**config.mk**
```make
export PLATFORM = sky130hd
export DESIGN_NAME = elastic_pipe
export DESIGN_NICKNAME = d
export VERILOG_FILES = /design/src/rtl/pipe_pkg.sv /design/src/rtl/pipe_slot.sv /design/src/rtl/elastic_pipe.sv
export SDC_FILE = /design/constraint.sdc
export NUM_CORES = 1
export LEC_CHECK = 0
export CAP_MARGIN = 20
export CORE_UTILIZATION = 48
export DETAILED_ROUTE_END_ITERATION = 8
export GPL_ROUTABILITY_DRIVEN = 0
export PLACE_DENSITY = 0.76
export RECOVER_POWER = 50
export SETUP_SLACK_MARGIN = 0.5
export SLEW_MARGIN = 30
export SYNTH_ARGS = -nofsm -noshare
export SYNTH_HDL_FRONTEND = slang
export SYNTH_SLANG_ARGS = --single-unit
export TNS_END_PERCENT = 1
```
**constraint.sdc**
```tcl
create_clock -name clk -period 2.08 [get_ports clk]
set_input_delay 0.312 -clock clk [delete_from_list [all_inputs] [get_ports clk]]
set_output_delay 0.312 -clock clk [all_outputs]
set_load 0.02 [all_outputs]
```
**src/rtl/pipe_pkg.sv**
```systemverilog
// Shared constants and helpers for the elastic pipeline register chain.
package pipe_pkg;

  // A control field with every bit at this value is a NOP.
  localparam logic CTRL_NOP = 1'b0;

  function automatic int occ_width(input int stages);
    return $clog2(stages + 2);
  endfunction

endpackage

```
**src/rtl/pipe_slot.sv**
```systemverilog
// One pipeline slot: valid/data/ctrl register with load and kill.
module pipe_slot #(
  parameter int DATA_W = 32,
  parameter int CTRL_W = 11
) (
  input  logic              clk,
  input  logic              rst,
  input  logic              load,
  input  logic              kill,
  input  logic              next_v,
  input  logic [DATA_W-1:0] next_d,
  input  logic [CTRL_W-1:0] next_c,
  output logic              v,
  output logic [DATA_W-1:0] d,
  output logic [CTRL_W-1:0] c
);

  // Kill overrides load so an entry offered into a flushed slot is dropped.
  always_ff @(posedge clk or negedge rst) begin
    if (!rst) begin
      v <= 1'b0;
      d <= '0;
      c <= '0;
    end else begin
      if (kill)      v <= 1'b0;
      else if (load) v <= next_v;
      if (load) begin
        d <= next_d;
        c <= next_c;
      end
    end
  end

endmodule

```
**src/rtl/elastic_pipe.sv**
```systemverilog
// Handshaked pipeline register chain with flush, bubble injection,
// optional input skid buffer and occupancy counter.
module elastic_pipe
  import pipe_pkg::*;
#(
  parameter int DATA_W = 32,
  parameter int CTRL_W = 11,
  parameter int STAGES = 3,
  parameter int SKID   = 0
) (
  input  logic                          clk,
  input  logic                          rst,
  input  logic                          in_valid,
  output logic                          in_ready,
  input  logic [DATA_W-1:0]             in_data,
  input  logic [CTRL_W-1:0]             in_ctrl,
  input  logic [STAGES-1:0]             flush,
  input  logic                          bubble,
  output logic                          out_valid,
  input  logic                          out_ready,
  output logic [DATA_W-1:0]             out_data,
  output logic [CTRL_W-1:0]             out_ctrl,
  output logic [STAGES-1:0]             stage_valid,
  output logic [occ_width(STAGES)-1:0]  occupancy
);

  localparam int OCC_W = occ_width(STAGES);

  logic [STAGES-1:0] v;
  logic [STAGES-1:0] l;
  logic [STAGES-1:0] src_v;
  logic [STAGES-1:0] v_nxt;
  logic [STAGES:0]   adv;
  logic [DATA_W-1:0] d     [STAGES];
  logic [CTRL_W-1:0] c     [STAGES];
  logic [DATA_W-1:0] src_d [STAGES];
  logic [CTRL_W-1:0] src_c [STAGES];

  logic              skid_v;
  logic              skid_v_nxt;
  logic [DATA_W-1:0] skid_d;
  logic [CTRL_W-1:0] skid_c;
  logic              fire;
  logic              skid_load;
  logic [OCC_W-1:0]  occ_nxt;

  assign l = v & ~flush;

  // A slot may take new content when it holds nothing live or drains this edge.
  always_comb begin
    adv[STAGES] = out_ready;
    for (int i = STAGES - 1; i >= 0; i--) begin
      adv[i] = ~l[i] | adv[i+1];
    end
  end

  assign in_ready  = (SKID != 0) ? ~skid_v : (adv[0] & ~bubble);
  assign fire      = in_valid & in_ready;
  assign skid_load = (SKID != 0) && fire && (!adv[0] || bubble);

  always_comb begin
    src_v[0] = in_valid;
    src_d[0] = in_data;
    src_c[0] = in_ctrl;
    if (skid_v) begin
      src_v[0] = 1'b1;
      src_d[0] = skid_d;
      src_c[0] = skid_c;
    end else if (bubble) begin
      src_v[0] = 1'b1;
      src_d[0] = '0;
      src_c[0] = {CTRL_W{CTRL_NOP}};
    end
    for (int i = 1; i < STAGES; i++) begin
      src_v[i] = l[i-1];
      src_d[i] = d[i-1];
      src_c[i] = c[i-1];
    end
  end

  genvar g;
  generate
    for (g = 0; g < STAGES; g++) begin : g_slot
      pipe_slot #(.DATA_W(DATA_W), .CTRL_W(CTRL_W)) u_slot (
        .clk    (clk),
        .rst    (rst),
        .load   (adv[g]),
        .kill   (flush[g]),
        .next_v (src_v[g]),
        .next_d (src_d[g]),
        .next_c (src_c[g]),
        .v      (v[g]),
        .d      (d[g]),
        .c      (c[g])
      );
    end
  endgenerate

  always_comb begin
    skid_v_nxt = skid_v;
    if (skid_v && adv[0]) skid_v_nxt = 1'b0;
    if (skid_load)        skid_v_nxt = 1'b1;
    if (flush[0])         skid_v_nxt = 1'b0;
  end

  // Mirror of the slot update rule, so the counter tracks the post-edge state.
  always_comb begin
    occ_nxt = OCC_W'(skid_v_nxt);
    for (int i = 0; i < STAGES; i++) begin
      v_nxt[i] = flush[i] ? 1'b0 : (adv[i] ? src_v[i] : v[i]);
      occ_nxt  = occ_nxt + OCC_W'(v_nxt[i]);
    end
  end

  always_ff @(posedge clk or negedge rst) begin
    if (!rst) begin
      skid_v    <= 1'b0;
      skid_d    <= '0;
      skid_c    <= '0;
      occupancy <= '0;
    end else begin
      skid_v    <= skid_v_nxt;
      occupancy <= occ_nxt;
      if (skid_load) begin
        skid_d <= in_data;
        skid_c <= in_ctrl;
      end
    end
  end

  assign out_valid   = l[STAGES-1];
  assign out_data    = d[STAGES-1];
  assign out_ctrl    = c[STAGES-1];
  assign stage_valid = v;

endmodule

```
==> tab_implementation.tex, run 1 <==
\begin{tabular}{lr}
\hline
Metric & Value \\
\hline
\multicolumn{2}{l}{\textbf{Min path}} \\
Source of the worst hold timing path & flush[0] \\
Instance count along the most critical hold path & 3 \\
Worst min-delay path class & in2reg \\
\multicolumn{2}{l}{\textbf{GRT}} \\
Global route overflow & 0 \\
Largest net degree at the start of global routing & 137 \\
First-pass GRT wire length & 17000 um \\
Number of global-route vias before repair & 3404 \\
Total routing usage reported by global routing & 0.176 \\
Initial antenna violation count & 0 \\
\multicolumn{2}{l}{\textbf{Outcome}} \\
Result of the run & complete, but fails checks \\
Violated checks & capacitance limit, slew limit \\
\multicolumn{2}{l}{\textbf{Critical path}} \\
Critical Path Source Type & flip-flop \\
Cells along the critical path & nor3b\_4 -> buf\_6 -> clkbuf\_1 -> a21oi\_2 -> buf\_4 \\
Startpoint of the most critical setup path & g\_slot[2].u\_slot.v \\
CP Max Fanout & 4 \\
End of the worst register-to-register path & occupancy[1] \\
Crit path capture & in\_ready \\
Internal reg-to-reg setup slack & 0.19 ns \\
Worst Reg2Reg Path Length in Cells & 6 \\
Required time at the worst-slack endpoint & 1.77 ns \\
Critical Setup Path Class & reg2out \\
Arrival time at the worst endpoint & 1.61 ns \\
Reg-to-reg startpoint & g\_slot[2].u\_slot.v \\
Cell at the slowest stage of the critical path & dfrtp\_1 \\
Largest stage delay on the critical path & 0.35 ns \\
Endpoint kind of the worst setup timing path & primary output \\
\multicolumn{2}{l}{\textbf{STA}} \\
Number of endpoints with negative hold slack in the final report & 0 \\
Setup repair after global routing missed its margin & true \\
Headroom to the max-slew limit & -0.200 \\
Final worst path period share & 0.925 \\
Fmax achieved & 520 MHz \\
Final period demand of the worst path & 1.92 ns \\
Accumulated negative setup slack & 0 ns \\
Setup violations, final & 0 \\
Post-Route Skew & 0.00383 ns \\
Worst hold margin & 0.237 ns \\
Final Slew Violations & 137 \\
Measured slew at the worst slew-check pin & 1.80 ns \\
Post-layout worst setup margin & 0.157 ns \\
\multicolumn{2}{l}{\textbf{Route}} \\
Drt initial violations & 204 \\
Mean routed wirelength per cell & 15.9 um \\
Routed Antenna Nets & 0 \\
Vias/cell & 4.87 \\
Routed WL & 10600 um \\
Detailed-route DRC error count & 0 \\
Total number of vias & 3249 \\
Detailed-routing iteration count for the pre-antenna-repair pass & 4 \\
\multicolumn{2}{l}{\textbf{Power and ir drop}} \\
Register share of total power & 0.434 \\
P\_leak & 3.92 nW \\
Portion of total power attributed to the clock network & 0.484 \\
Cell-internal power & 5.24 mW \\
Power per cell area & 880 mW/mm2 \\
Logic pwr share & 0.082 \\
Switching share of total power & 0.204 \\
Final Total Pwr & 6.59 mW \\
Worst IR drop on VDD & 0.743 mV \\
Power dissipated by switching net loads & 1.35 mW \\
\multicolumn{2}{l}{\textbf{Clocking}} \\
Sink Count & 136 \\
Number of H-tree levels & 4 \\
TritonCTS clock tree & built \\
Insertion delay of the later-clocked pin in the worst-skew pair & 0.40 ns \\
Root buffer cell & clkbuf\_16 \\
Clock buffer count from CTS & 17 \\
Maximum root-to-sink buffer count & 2 \\
Clock input transition at the sequential cells of the worst setup and hold paths & 0.05 ns \\
\multicolumn{2}{l}{\textbf{Die}} \\
Chip width & 113 um \\
Cell Rows & 40 \\
Number of ports placed on the die boundary & 102 \\
Core region area & 0.0120 mm2 \\
Height of the die & 113 um \\
Floorplan die area & 0.0128 mm2 \\
Starting density of the core & 0.493 \\
\multicolumn{2}{l}{\textbf{Final layout}} \\
Most common cell after layout, fill and taps aside & dfrtp\_1 \\
Most frequent cells in the layout & dfrtp\_1 (136), clkdlybuf4s50\_1 (92), mux2\_2 (47) \\
Fin area & 0.00748 mm2 \\
Fraction of final layout cells with drive strength greater than 1 & 0.285 \\
Ant. Diodes & 0 \\
Util after Layout & 0.623 \\
Relative area change from synthesis to final layout & 26.3\% \\
Count of placed standard cells in the final layout, fillers left out & 667 \\
Fin nets & 561 \\
\multicolumn{2}{l}{\textbf{Yosys}} \\
Distinct cell type count after synthesis & 25 \\
Proportion of synthesized flip-flops having asynchronous set or reset & 1.00 \\
Average instance area after synthesis & 13.7 um2 \\
Flops \& latches, synth & 136 \\
Net count of the mapped netlist & 485 \\
Seq/Total Area, Yosys & 0.574 \\
Number of synthesis warnings & 0 \\
EDFF count, synth & 0 \\
Top-area cell type share of the netlist area & 0.574 \\
Most common flop cell mapped by yosys & dfrtp\_1 \\
Cell taking the most area after synthesis & dfrtp\_1 \\
Post-Synthesis Cell Area & 0.00592 mm2 \\
Largest cells by area after synthesis & dfrtp\_1 (57\%), mux2\_4 (9.9\%), mux2\_2 (8.9\%) \\
Cells after synthesis & 431 \\
\multicolumn{2}{l}{\textbf{Place}} \\
Cell total after placement & 629 \\
Post-Place Setup Slack & -0.430 ns \\
Placed cell area & 0.00678 mm2 \\
Detailed placer's ending HPWL & 6260 um \\
Port Buf Inserts & 101 \\
\multicolumn{2}{l}{\textbf{Flow run}} \\
Number of max-cap violations & 1 \\
\hline
\end{tabular}
[what timing repair did]
action / 4_1_cts / 5_1_grt
setup endpoints to repair: 165 / 165
setup buffers: 3 / 3
resized for setup: 16 / 3
gates cloned: 0 / 0
hold buffers: 0 / 0
pin swaps: 4 / 4
[worst min path at each step]
| stage | endpoint | slack, ns |
|---|---|---|
| floorplan | g_slot[0].u_slot.c[0] | 0.02 |
| global placement | g_slot[2].u_slot.c[2] | 0.46 |
| detailed placement | g_slot[2].u_slot.c[2] | 0.47 |
| CTS | g_slot[2].u_slot.c[2] | 0.04 |
| global route | g_slot[0].u_slot.v | 0.24 |
| finish | g_slot[0].u_slot.v | 0.24 |
[cell families (layout without fill, tap and decap cells)]
group / Yosys count / after routing / share of synthesized area
AO/OA/AOI/OAI: 3 / 3 / 0.00253
AND/OR/NAND/NOR: 54 / 54 / 0.0448
adder cells (fa/ha/maj): 3 / 3 / 0.00760
buffers and inverters: 106 / 195 / 0.110
multiplexers: 129 / 129 / 0.261
flip-flops: 136 / 136 / 0.574
[routing by layer]
layer	routed length (um)	track usage	vias up
met1	4610	0.211	1652
met5	0	0	-
met3	455	0.0589	11
li1	-	-	1505
met2	5390	0.301	81
met4	119	0.0535	0
[critical path: cells and delay by family, from the launching register on]
family / cells / cell delay, ns
buffers and inverters: 3 / 0.53
DFF: 1 / 0.35
and+or+nand+nor: 1 / 0.24
AOI/OAI and AO/OA: 1 / 0.10
[power groups by stage]
stage	logic (mW)	clock network (mW)	registers [mW]
final	0.537	3.19	2.86
after global placement	0.528	0	2.89
after detailed placement	0.542	0	2.90
after CTS	0.549	3.25	2.86
after global routing	0.581	3.38	2.87
after floorplan	0.309	0	2.88
[cell type report]
class,instances,area (um2)
inverters,43,161
fillers,923,4530
clock buffers,24,502
flip-flops and latches,136,3400
multi-input cells,189,1930
repair buffers,120,1160
clock inverters,8,140
well taps,147,184
[synth_stat cells, types with 2 or more instances]
cell / instances
inv_1: 43
nand2_1: 43
buf_4: 49
buf_6: 9
o21ai_0: 2
mux2_2: 47
mux2_4: 39
dfrtp_1: 136
mux2i_1: 43
clkbuf_1: 4
ha_1: 2
[sequential cells by signal, indices dropped and copies added, names as in the netlist]
name	count
g_slot.u_slot.d	96
g_slot.u_slot.c	33
g_slot.u_slot.v	3
occupancy	3
skid_v	1
Note: power is estimated with default switching activity, not from simulation.
==> run 2, diff against run 1 <==
CORE_UTILIZATION = 57   (was 48)
PLACE_DENSITY = 0.85   (was 0.76)
SLEW_MARGIN = 15   (was 30)
clock period = 2.24 ns   (was 2.08 ns; I/O delays follow)
==> run 2 against run 1 <==
  * The run still ends with capacitance limit, slew limit left
  * Utilization rose by 13 points
  * Global-route usage rose by 4.4 points
  * Die area fell by 16%
  * Critical path depth rose by 2
  * Largest cell class unchanged
  * Largest power group unchanged
  * Total power fell by 8.1%
  * Cell area fell by 0.49%
  * Sequential power fell by 7.3%
  * Cell count fell by 2.1%
==> tab_implementation.tex, run 2 (synthesized netlist as in run 1, its figures left out) <==
\begin{tabular}{lr}
\hline
Metric & Value \\
\hline
\multicolumn{2}{l}{\textbf{Outcome}} \\
Result of the run & complete, but fails checks \\
Violated checks & capacitance limit, slew limit \\
\multicolumn{2}{l}{\textbf{Power and ir drop}} \\
Portion of total power attributed to the clock network & 0.477 \\
Cell-internal power & 4.73 mW \\
Power per cell area & 813 mW/mm2 \\
P\_leak & 3.87 nW \\
Worst IR drop on VDD & 0.502 mV \\
Power dissipated by switching net loads & 1.32 mW \\
Register share of total power & 0.438 \\
Switching share of total power & 0.218 \\
Logic pwr share & 0.084 \\
\multicolumn{2}{l}{\textbf{STA}} \\
Setup repair after global routing missed its margin & true \\
Final Slew Violations & 61 \\
Accumulated negative setup slack & 0 ns \\
Final worst path period share & 0.893 \\
Headroom to the max-slew limit & -0.0794 \\
Post-Route Skew & 0.00520 ns \\
Setup violations, final & 0 \\
Final period demand of the worst path & 2.00 ns \\
Number of endpoints with negative hold slack in the final report & 0 \\
Post-layout worst setup margin & 0.240 ns \\
Fmax achieved & 500 MHz \\
Measured slew at the worst slew-check pin & 1.62 ns \\
\multicolumn{2}{l}{\textbf{Place}} \\
Port Buf Inserts & 101 \\
Detailed placer's ending HPWL & 6640 um \\
Post-Place Setup Slack & -0.237 ns \\
\multicolumn{2}{l}{\textbf{Route}} \\
Mean routed wirelength per cell & 16.7 um \\
Detailed-route DRC error count & 0 \\
Detailed-routing iteration count for the pre-antenna-repair pass & 4 \\
Routed WL & 10900 um \\
Total number of vias & 3295 \\
Vias/cell & 5.05 \\
Drt initial violations & 124 \\
Routed Antenna Nets & 0 \\
\multicolumn{2}{l}{\textbf{Die}} \\
Starting density of the core & 0.598 \\
Floorplan die area & 0.0108 mm2 \\
Chip width & 104 um \\
Core region area & 0.00991 mm2 \\
Cell Rows & 36 \\
Height of the die & 104 um \\
Number of ports placed on the die boundary & 102 \\
\multicolumn{2}{l}{\textbf{GRT}} \\
Initial antenna violation count & 0 \\
Total routing usage reported by global routing & 0.220 \\
Met3 Use GR & 0.0526 \\
Largest net degree at the start of global routing & 63 \\
Met1 Usage GRT & 0.270 \\
First-pass GRT wire length & 18000 um \\
Most Used Layer, Global Route & met2 \\
GR Util met2 & 0.364 \\
Global route overflow & 0 \\
Number of global-route vias before repair & 3524 \\
\multicolumn{2}{l}{\textbf{Critical path}} \\
Arrival time at the worst endpoint & 2.41 ns \\
Reg-to-reg startpoint & g\_slot[2].u\_slot.v \\
CP Max Fanout & 3 \\
End of the worst register-to-register path & occupancy[1] \\
Critical Path Source Type & flip-flop \\
Endpoint kind of the worst setup timing path & flip-flop \\
Required time at the worst-slack endpoint & 2.65 ns \\
Internal reg-to-reg setup slack & 0.24 ns \\
Worst Reg2Reg Path Length in Cells & 7 \\
Critical Setup Path Class & reg2reg \\
\multicolumn{2}{l}{\textbf{Min path}} \\
Source of the worst hold timing path & in\_data[6] \\
Instance count along the most critical hold path & 3 \\
Capture endpoint of the worst hold path & g\_slot[0].u\_slot.d[6] \\
Worst min-delay path class & in2reg \\
\multicolumn{2}{l}{\textbf{Clocking}} \\
TritonCTS clock tree & built \\
Number of H-tree levels & 4 \\
Clock buffer count from CTS & 17 \\
Maximum root-to-sink buffer count & 2 \\
Root buffer cell & clkbuf\_8 \\
Sink Count & 136 \\
Insertion delay of the later-clocked pin in the worst-skew pair & 0.52 ns \\
Clock input transition at the sequential cells of the worst setup and hold paths & 0.06 ns \\
\multicolumn{2}{l}{\textbf{Final layout}} \\
Most common cell after layout, fill and taps aside & dfrtp\_1 \\
Biggest register & g\_slot.u\_slot.d \\
Relative area change from synthesis to final layout & 25.7\% \\
Fin nets & 561 \\
Fraction of final layout cells with drive strength greater than 1 & 0.283 \\
Filler cells & 614 \\
Most frequent cells in the layout & dfrtp\_1 (136), clkdlybuf4s50\_1 (98), mux2\_2 (47) \\
Top flop regs & g\_slot.u\_slot.d (96), g\_slot.u\_slot.c (33) \\
Ant. Diodes & 0 \\
Max FFs per register & 96 \\
Util after Layout & 0.751 \\
\multicolumn{2}{l}{\textbf{Flow run}} \\
Number of max-cap violations & 1 \\
\hline
\end{tabular}
## run 2: cell types whose count changed in the layout (fill, tap and decap cells not counted), moves of 2 or more
cell	previous run	this run
dlygate4sd2_1	3	1
clkdlybuf4s50_1	92	98
buf_6	4	2
clkbuf_8	5	3
clkinvlp_4	0	4
## run 2: layout make-up
class                           instances  area (um2)  share of cell area
Timing Repair Buffer                  120        1170               0.157
Sequential cell                       136        3400               0.457
Clock inverter                         12         174              0.0234
Inverter                               43         161              0.0217
Clock buffer                           20         445              0.0598
Multi-Input combinational cell        189        1930               0.259
Tap cell                              133         166              0.0223
## run 2: worst max path at each step
stage | slack [ns] | to | start | depth (start not counted)
after global placement | -0.18 | occupancy[1] | out_ready | 7
after detailed placement | -0.24 | occupancy[1] | flush[2] | 7
after CTS | 0.25 | occupancy[1] | g_slot[2].u_slot.v | 6
after global routing | 0.15 | occupancy[1] | g_slot[2].u_slot.v | 7
after floorplan | 0.18 | occupancy[1] | out_ready | 8
final | 0.24 | occupancy[1] | g_slot[2].u_slot.v | 7
## run 2: power groups by stage
stage / Combinational [mW] / Clock, mW / Sequential, mW
after floorplan: 0.287 / 0 / 2.68
after global placement: 0.493 / 0 / 2.69
after detailed placement: 0.508 / 0 / 2.70
after CTS: 0.520 / 2.94 / 2.65
after global routing: 0.551 / 3.04 / 2.67
final: 0.510 / 2.89 / 2.65
## run 2: layer usage
layer,part of all wire,vias up,wire length (um)
met3,0.036,27,391
met2,0.49,93,5410
li1,-,1512,-
met4,0.032,0,345
met5,0,-,0
met1,0.44,1663,4790
## run 2: stage by stage
step / hold WS (ns) / power (mW) / cell area [um2] / std cells
floorplan: 0.0404 / 2.96 / 5950 / 431
finish: 0.363 / 6.05 / 7450 / 653
global placement: 0.353 / 3.18 / 6770 / 616
detailed placement: 0.362 / 3.20 / 6770 / 616
global route: 0.352 / 6.26 / 7450 / 653
CTS: 0.338 / 6.11 / 7460 / 652
## run 2: repair_timing
action	CTS	global route
setup endpoints to repair	161	161
pin swaps	5	3
hold buffers	1	0
buffers inserted	3	1
gates resized for setup	13	0
endpoints found under the hold margin	60	0
## run 2: critical path, stage by stage (launching register included)
cell and delay, ns:
dfrtp_1 0.40, nor3b_4 0.23, clkbuf_1 0.20, nand3b_4 0.11
o21ai_4 0.08, fa_1 0.44, ha_2 0.22, ha_4 0.21
